File: src/rtl/pathsy_pipe_pkg.sv
// rtl/pathsy_pipe_pkg.sv - shared width helper and error-flag type for pipeline output buffers
package pathsy_pipe_pkg;

    function automatic int count_width(input int entries);
        return $clog2(entries + 1);
    endfunction

    typedef struct packed {
        logic unexpected;
        logic overflow;
    } err_flags_t;

endpackage

File: src/rtl/pipe_output_buffer_if.sv
// rtl/pipe_output_buffer_if.sv - issue credit, result input and buffered output signals
interface pipe_output_buffer_if
    import pathsy_pipe_pkg::*;
#(
    parameter int WIDTH = 32,
    parameter int DEPTH = 8
);
    localparam int CW = count_width(DEPTH);

    logic             issue_ready;
    logic             issue_valid;
    logic             in_valid;
    logic [WIDTH-1:0] in_data;
    logic             out_valid;
    logic             out_ready;
    logic [WIDTH-1:0] out_data;
    logic [CW-1:0]    count;
    logic             err_unexpected;
    logic             err_overflow;

    modport master (
        input  issue_ready, out_valid, out_data, count, err_unexpected, err_overflow,
        output issue_valid, in_valid, in_data, out_ready
    );

    modport slave (
        output issue_ready, out_valid, out_data, count, err_unexpected, err_overflow,
        input  issue_valid, in_valid, in_data, out_ready
    );

endinterface

File: src/rtl/sync_fifo.sv
// rtl/sync_fifo.sv - power-of-two synchronous FIFO with occupancy count, data array unreset
module sync_fifo
    import pathsy_pipe_pkg::*;
#(
    parameter int WIDTH = 32,
    parameter int DEPTH = 8
) (
    input  logic                           clk,
    input  logic                           rst_n,
    input  logic                           push,
    input  logic [WIDTH-1:0]               push_data,
    input  logic                           pop,
    output logic [WIDTH-1:0]               head_data,
    output logic [count_width(DEPTH)-1:0]  count
);
    localparam int AW = $clog2(DEPTH);
    localparam int CW = count_width(DEPTH);

    logic [WIDTH-1:0] mem [DEPTH];
    logic [AW-1:0]    wr_ptr;
    logic [AW-1:0]    rd_ptr;

    always_ff @(posedge clk) begin
        if (push) begin
            mem[wr_ptr] <= push_data;
        end
    end

    // Push at full is legal only alongside a pop; the caller guarantees that.
    always_ff @(posedge clk) begin
        if (!rst_n) begin
            wr_ptr <= '0;
            rd_ptr <= '0;
            count  <= '0;
        end else begin
            if (push) begin
                wr_ptr <= wr_ptr + AW'(1);
            end
            if (pop) begin
                rd_ptr <= rd_ptr + AW'(1);
            end
            case ({push, pop})
                2'b10:   count <= count + CW'(1);
                2'b01:   count <= count - CW'(1);
                default: ;
            endcase
        end
    end

    assign head_data = mem[rd_ptr];

endmodule

File: src/rtl/pipe_output_buffer.sv
// rtl/pipe_output_buffer.sv - credit-based elastic buffer behind a fixed-latency, non-stallable pipeline
module pipe_output_buffer
    import pathsy_pipe_pkg::*;
#(
    parameter int WIDTH   = 32,
    parameter int LATENCY = 3,
    parameter int DEPTH   = 8
) (
    input  logic                 clk,
    input  logic                 rst_n,
    pipe_output_buffer_if.slave  bus
);
    localparam int CW = count_width(DEPTH);
    localparam int DW = $clog2(LATENCY + 1);

    logic [CW-1:0]    count;
    logic [CW-1:0]    inflight;
    logic [DW-1:0]    drain;
    logic [CW:0]      credits_used;
    logic [WIDTH-1:0] head_data;
    err_flags_t       err;
    logic             in_window;
    logic             full;
    logic             not_empty;
    logic             issue;
    logic             pop;
    logic             push;
    logic             hit_unexpected;
    logic             hit_overflow;

    assign in_window    = (drain != '0);
    assign full         = (count == CW'(DEPTH));
    assign not_empty    = (count != '0);
    assign credits_used = {1'b0, count} + {1'b0, inflight};

    // Every issued result owns a slot until it is popped, so the pipeline never needs to stall.
    assign bus.issue_ready = rst_n & ~in_window & (credits_used < (CW + 1)'(DEPTH));
    assign issue           = bus.issue_valid & bus.issue_ready;
    assign pop             = not_empty & bus.out_ready;

    assign hit_unexpected = bus.in_valid & ~in_window & (inflight == '0);
    assign hit_overflow   = bus.in_valid & ~in_window & full & ~pop;
    assign push           = bus.in_valid & ~in_window & ~hit_unexpected & ~hit_overflow;

    // The delay line has no reset, so results issued before reset are discarded for LATENCY cycles.
    always_ff @(posedge clk) begin
        if (!rst_n) begin
            inflight <= '0;
            drain    <= DW'(LATENCY);
            err      <= '0;
        end else begin
            if (in_window) begin
                drain <= drain - DW'(1);
            end
            case ({issue, push})
                2'b10:   inflight <= inflight + CW'(1);
                2'b01:   inflight <= inflight - CW'(1);
                default: ;
            endcase
            if (hit_unexpected) begin
                err.unexpected <= 1'b1;
            end
            if (hit_overflow) begin
                err.overflow <= 1'b1;
            end
        end
    end

    sync_fifo #(
        .WIDTH (WIDTH),
        .DEPTH (DEPTH)
    ) u_fifo (
        .clk       (clk),
        .rst_n     (rst_n),
        .push      (push),
        .push_data (bus.in_data),
        .pop       (pop),
        .head_data (head_data),
        .count     (count)
    );

    assign bus.out_valid      = not_empty;
    assign bus.out_data       = head_data;
    assign bus.count          = count;
    assign bus.err_unexpected = err.unexpected;
    assign bus.err_overflow   = err.overflow;

endmodule
File: src/flat_wrapper.sv
// flat-port wrapper written by rule: the top's interface ports become plain ports
module pipe_output_buffer_flat import pathsy_pipe_pkg::*;
#(
    parameter int WIDTH   = 32,
    parameter int LATENCY = 3,
    parameter int DEPTH   = 8
)
  (clk, rst_n, bus_issue_ready, bus_out_valid, bus_out_data, bus_count, bus_err_unexpected, bus_err_overflow, bus_issue_valid, bus_in_valid, bus_in_data, bus_out_ready);
  pipe_output_buffer_if #(.WIDTH(WIDTH), .DEPTH(DEPTH)) bus_i ();
  input  logic clk;
  input  logic rst_n;
  output wire logic [$bits(bus_i.issue_ready)-1:0] bus_issue_ready;
  output wire logic [$bits(bus_i.out_valid)-1:0] bus_out_valid;
  output wire logic [$bits(bus_i.out_data)-1:0] bus_out_data;
  output wire logic [$bits(bus_i.count)-1:0] bus_count;
  output wire logic [$bits(bus_i.err_unexpected)-1:0] bus_err_unexpected;
  output wire logic [$bits(bus_i.err_overflow)-1:0] bus_err_overflow;
  input wire logic [$bits(bus_i.issue_valid)-1:0] bus_issue_valid;
  input wire logic [$bits(bus_i.in_valid)-1:0] bus_in_valid;
  input wire logic [$bits(bus_i.in_data)-1:0] bus_in_data;
  input wire logic [$bits(bus_i.out_ready)-1:0] bus_out_ready;
  assign bus_issue_ready = bus_i.issue_ready;
  assign bus_out_valid = bus_i.out_valid;
  assign bus_out_data = bus_i.out_data;
  assign bus_count = bus_i.count;
  assign bus_err_unexpected = bus_i.err_unexpected;
  assign bus_err_overflow = bus_i.err_overflow;
  assign bus_i.issue_valid = bus_issue_valid;
  assign bus_i.in_valid = bus_in_valid;
  assign bus_i.in_data = bus_in_data;
  assign bus_i.out_ready = bus_out_ready;
  pipe_output_buffer #(.WIDTH(WIDTH), .LATENCY(LATENCY), .DEPTH(DEPTH)) u_core (.clk(clk), .rst_n(rst_n), .bus(bus_i));
endmodule
File: config.mk
export PLATFORM = sky130hd
export DESIGN_NAME = pipe_output_buffer_flat
export DESIGN_NICKNAME = d
export VERILOG_FILES = /design/src/rtl/pathsy_pipe_pkg.sv /design/src/rtl/pipe_output_buffer_if.sv /design/src/rtl/sync_fifo.sv /design/src/rtl/pipe_output_buffer.sv /design/src/flat_wrapper.sv
export SDC_FILE = /design/constraint.sdc
export NUM_CORES = 1
export LEC_CHECK = 0
export CAP_MARGIN = 0
export CORE_MARGIN = 3
export CORE_UTILIZATION = 53
export CTS_CLUSTER_DIAMETER = 40
export CTS_CLUSTER_SIZE = 14
export DETAILED_ROUTE_END_ITERATION = 16
export PLACE_DENSITY = 0.79
export REMOVE_ABC_BUFFERS = 1
export SYNTH_ARGS = -nofsm -noshare
export SYNTH_HDL_FRONTEND = slang
export SYNTH_SLANG_ARGS = --single-unit
File: constraint.sdc
create_clock -name clk -period 5 [get_ports clk]
set_input_delay 0.5 -clock clk [delete_from_list [all_inputs] [get_ports clk]]
set_output_delay 0.5 -clock clk [all_outputs]
set_load 0.05 [all_outputs]
==> flow_metrics.py <==
metrics = {
    "status": {
        "status": "finished, final reports clean",
    },
    "floorplanning": {
        "design.core.area_um2": 19700,
        "die_w_um": 149,
        "fp.dieH_um": 149,
        "initial_utilization_pct": 54.7,
        "std_cell_rows": 51,
        "floorplan.die_area_um2": 22100,
        "io_pins": 77,
    },
    "sta": {
        "worst_hold_margin_ns": 0.470,
        "setup_repair_after_global_routing_missed_its_margin": "false",
        "worst_slack_ns": 1.29,
        "layout_min_cycle_time_ns": 3.71,
        "max_slew_margin_pct": 30.8,
        "timing_hold_violations_final": 0,
        "setup-violations-final": 0,
        "setup_total_negative_slack_ns": 0,
        "max_freq_ghz": 0.269,
        "period_share_pct": 74.3,
        "maxSlewViolCount": 0,
        "worst_slew_pin_slew_ns": 1.04,
        "skew_ns": 0.0149,
    },
    "cells_and_area": {
        "post_layout_nonfiller_instances": 888,
        "syn_to_final_growth_pct": 19.8,
        "n_antenna_cell": 0,
        "multiInputGateArea_um2": 2570,
        "post_route_cells_drive_above_1_share_pct": 28.6,
        "mostFrequentLayoutCell": "edfxtp_1",
        "final.fill_count": 1230,
        "final_cell_mix": "edfxtp_1, clkdlybuf4s50_1, mux4_2, mux2_2, clkbuf_16",
        "regArea_um2": 8110,
        "num-nets-final": 653,
    },
    "clock_network": {
        "cts_repair_resize_count": 0,
        "clockBufferDepth": 3,
        "clock_sinks": 277,
        "insertion_delay_ns": 0.54,
        "worst_setup_hold_path_clk_slew_ns": 0.06,
        "cts_tree": "done",
        "buffers_inserted_by_post_cts_timing_repair": 0,
        "number_of_buffers_inserted_during_clock_tree_synthesis": 30,
        "cts_root_buf": "clkbuf_16",
        "htree_levels": 1,
        "cts-hold-fix-buffers": 0,
    },
    "routing": {
        "drt_pass1_iterations": 4,
        "wl_per_cell_um": 22.6,
        "first_iter_violations": 358,
        "routed_wirelength_mm": 20.1,
        "via_count": 5100,
        "drt.antenna.violating_nets": 0,
        "post-route-drc-count": 0,
        "vias_per_cell": 5.74,
    },
    "power_and_ir_drop": {
        "power_frac_seq_pct": 53.8,
        "ir_worst_vdd_mv": 0.251,
        "switchingPower_w": 0.000943,
        "share_comb_of_total_power_pct": 2.0,
        "p_leak_nw": 4.12,
        "power_frac_clock_pct": 44.1,
        "power.internal_w": 0.00377,
        "sw_frac_of_total_pct": 20.0,
        "p_per_area_nw_per_um2": 365,
    },
    "logic_synthesis": {
        "synth_area_leaders": "edfxtp_1, mux4_2, dfxtp_1",
        "synth.ff_latch_count": 277,
        "yosysWarningCount": 0,
        "synth-seq-area-share_pct": 75.2,
        "post-synth-top-area-cell": "edfxtp_1",
        "synth_cell_type_count": 37,
        "netlist_area_um2": 10800,
        "synthDominantCellAreaShare_pct": 71.3,
        "post_synth_inst_count": 500,
        "syn-mean-instance-area_um2": 21.6,
    },
    "placement": {
        "dp_slack_ns": 1.36,
        "dp_hpwl_mm": 11.3,
        "gpl.final_weighted_congestion": 0.810,
        "io_port_bufs": 76,
        "placed_cells_incl_taps": 835,
    },
    "critical_path": {
        "cp-start-kind": "register",
        "critPathArrivalTime_ns": 3.21,
        "critical_path_class": "register to primary output",
        "cp_max_fo": 42,
        "cp_data_required_time_ns": 4.50,
        "nature_of_the_critical_path_endpoint": "primary output",
    },
    "grt": {
        "grt_pass1_vias": 5506,
        "global_route.usage.total_pct": 18.9,
        "total_congestion_overflow_after_global_routing": 0,
        "grt_start_max_net_pins": 65,
        "first_pass_grt_wire_length_mm": 31.8,
        "grt_antenna_before_repair": 0,
    },
    "min_path": {
        "hold_path.class": "register to register",
    },
    "flow_run": {
        "maxCapViolCount": 0,
    },
}
==> metrics by stage <==
| step | cell area, um2 | util, % | total power (W) |
|---|---|---|---|
| final | 12900 | 65.5 | 0.00471 |
| after global routing | 12900 | 65.5 | 0.00486 |
| after CTS | 12900 | 65.5 | 0.00475 |
| after detailed placement | 12000 | 60.7 | 0.00268 |
| after global placement | 12000 | 60.7 | 0.00268 |
| after floorplan | 10700 | - | 0.00262 |
==> critical path, cell delays in order, from the launching register on <==
cell and delay [ns]:
dfxtp_4 0.65, buf_12 0.37, mux4_2 0.58, mux2_2 0.31, clkdlybuf4s50_1 0.70
==> layer usage <==
layer	share of wire (%)	wire length [um]	track usage (%)	up-vias
met5	0	0	0	-
met4	1.3	263	4.67	0
met3	7.4	1480	3.87	26
met2	49	9940	30.6	174
met1	42	8400	26.9	2647
li1	-	-	-	2253
==> flip-flops by register name, summed over array words and instances (netlist names), named ones only <==
name                       flops
u_core.u_fifo.mem            256
u_core.bus.err_overflow        1
u_core.u_fifo.wr_ptr           3
u_core.drain                   2
u_core.inflight                4
u_core.u_fifo.count            4
u_core.bus.err_unexpected      1
u_core.u_fifo.rd_ptr           3
==> cell families after synthesis <==
| group | after synthesis | share of synthesized area, % |
|---|---|---|
| xor+xnor | 8 | 0.650 |
| mux | 102 | 17.3 |
| buf+inv | 32 | 1.38 |
| fa+ha+maj | 14 | 1.76 |
| flops | 277 | 75.2 |
| simple gates | 52 | 2.65 |
| compound gates | 15 | 1.08 |
==> path summary, 6_finish.rpt <==
check | slack, ns | startpoint | depth (start not counted) | end
max | 1.29 | register | 4 | bus_out_data[0]
min | 0.47 | u_core.bus.err_overflow$_SDFFE_PN0P_ | 1 | u_core.bus.err_overflow$_SDFFE_PN0P_
max reg2reg | 2.12 | u_core.u_fifo.count[3]$_SDFFE_PN0P_ | 10 | u_core.inflight[3]$_SDFFE_PN0P_
min reg2reg | 0.47 | u_core.bus.err_overflow$_SDFFE_PN0P_ | 1 | u_core.bus.err_overflow$_SDFFE_PN0P_
==> Yosys cell counts <==
cell type	n
nor3_1	3
or4_4	2
mux2i_1	6
dfxtp_1	21
a31o_2	1
nand2_1	17
edfxtp_1	256
nor4b_1	2
a21oi_1	3
xnor2_1	5
nand3_1	2
buf_4	7
clkbuf_1	6
ha_1	12
or3_4	1
a21o_1	1
buf_1	7
a21o_2	1
mux4_2	64
nor2b_1	1
nand2b_1	4
inv_2	1
nor4_1	1
o211ai_1	1
o21a_1	2
fa_1	2
xor2_1	3
and2_1	10
or4_1	1
mux2_2	32
nor3b_1	2
clkbuf_2	2
o21ai_0	4
nor2_1	6
o2111ai_4	1
a21boi_0	1
inv_1	9
==> power groups by stage <==
stage / clock (W) / combinational (W) / sequential, W
5_1_grt: 0.00222 / 0.000106 / 0.00254
3_5_place_dp: 0 / 0.0000957 / 0.00259
2_1_floorplan: 0 / 0.0000285 / 0.00259
6_report: 0.00208 / 0.0000960 / 0.00254
3_3_place_gp: 0 / 0.0000887 / 0.00259
4_1_cts: 0.00212 / 0.0000960 / 0.00254
==> final cells by class <==
type                    instances  area share (%)
multi-input cells             191            19.9
flip-flops and latches        277            62.8
inverters                      10           0.291
well taps                     265            2.57
clock inverters                16            1.02
clock buffers                  37            6.42
repair buffers                 92            7.01
Note: power is estimated with default switching activity, not from simulation.
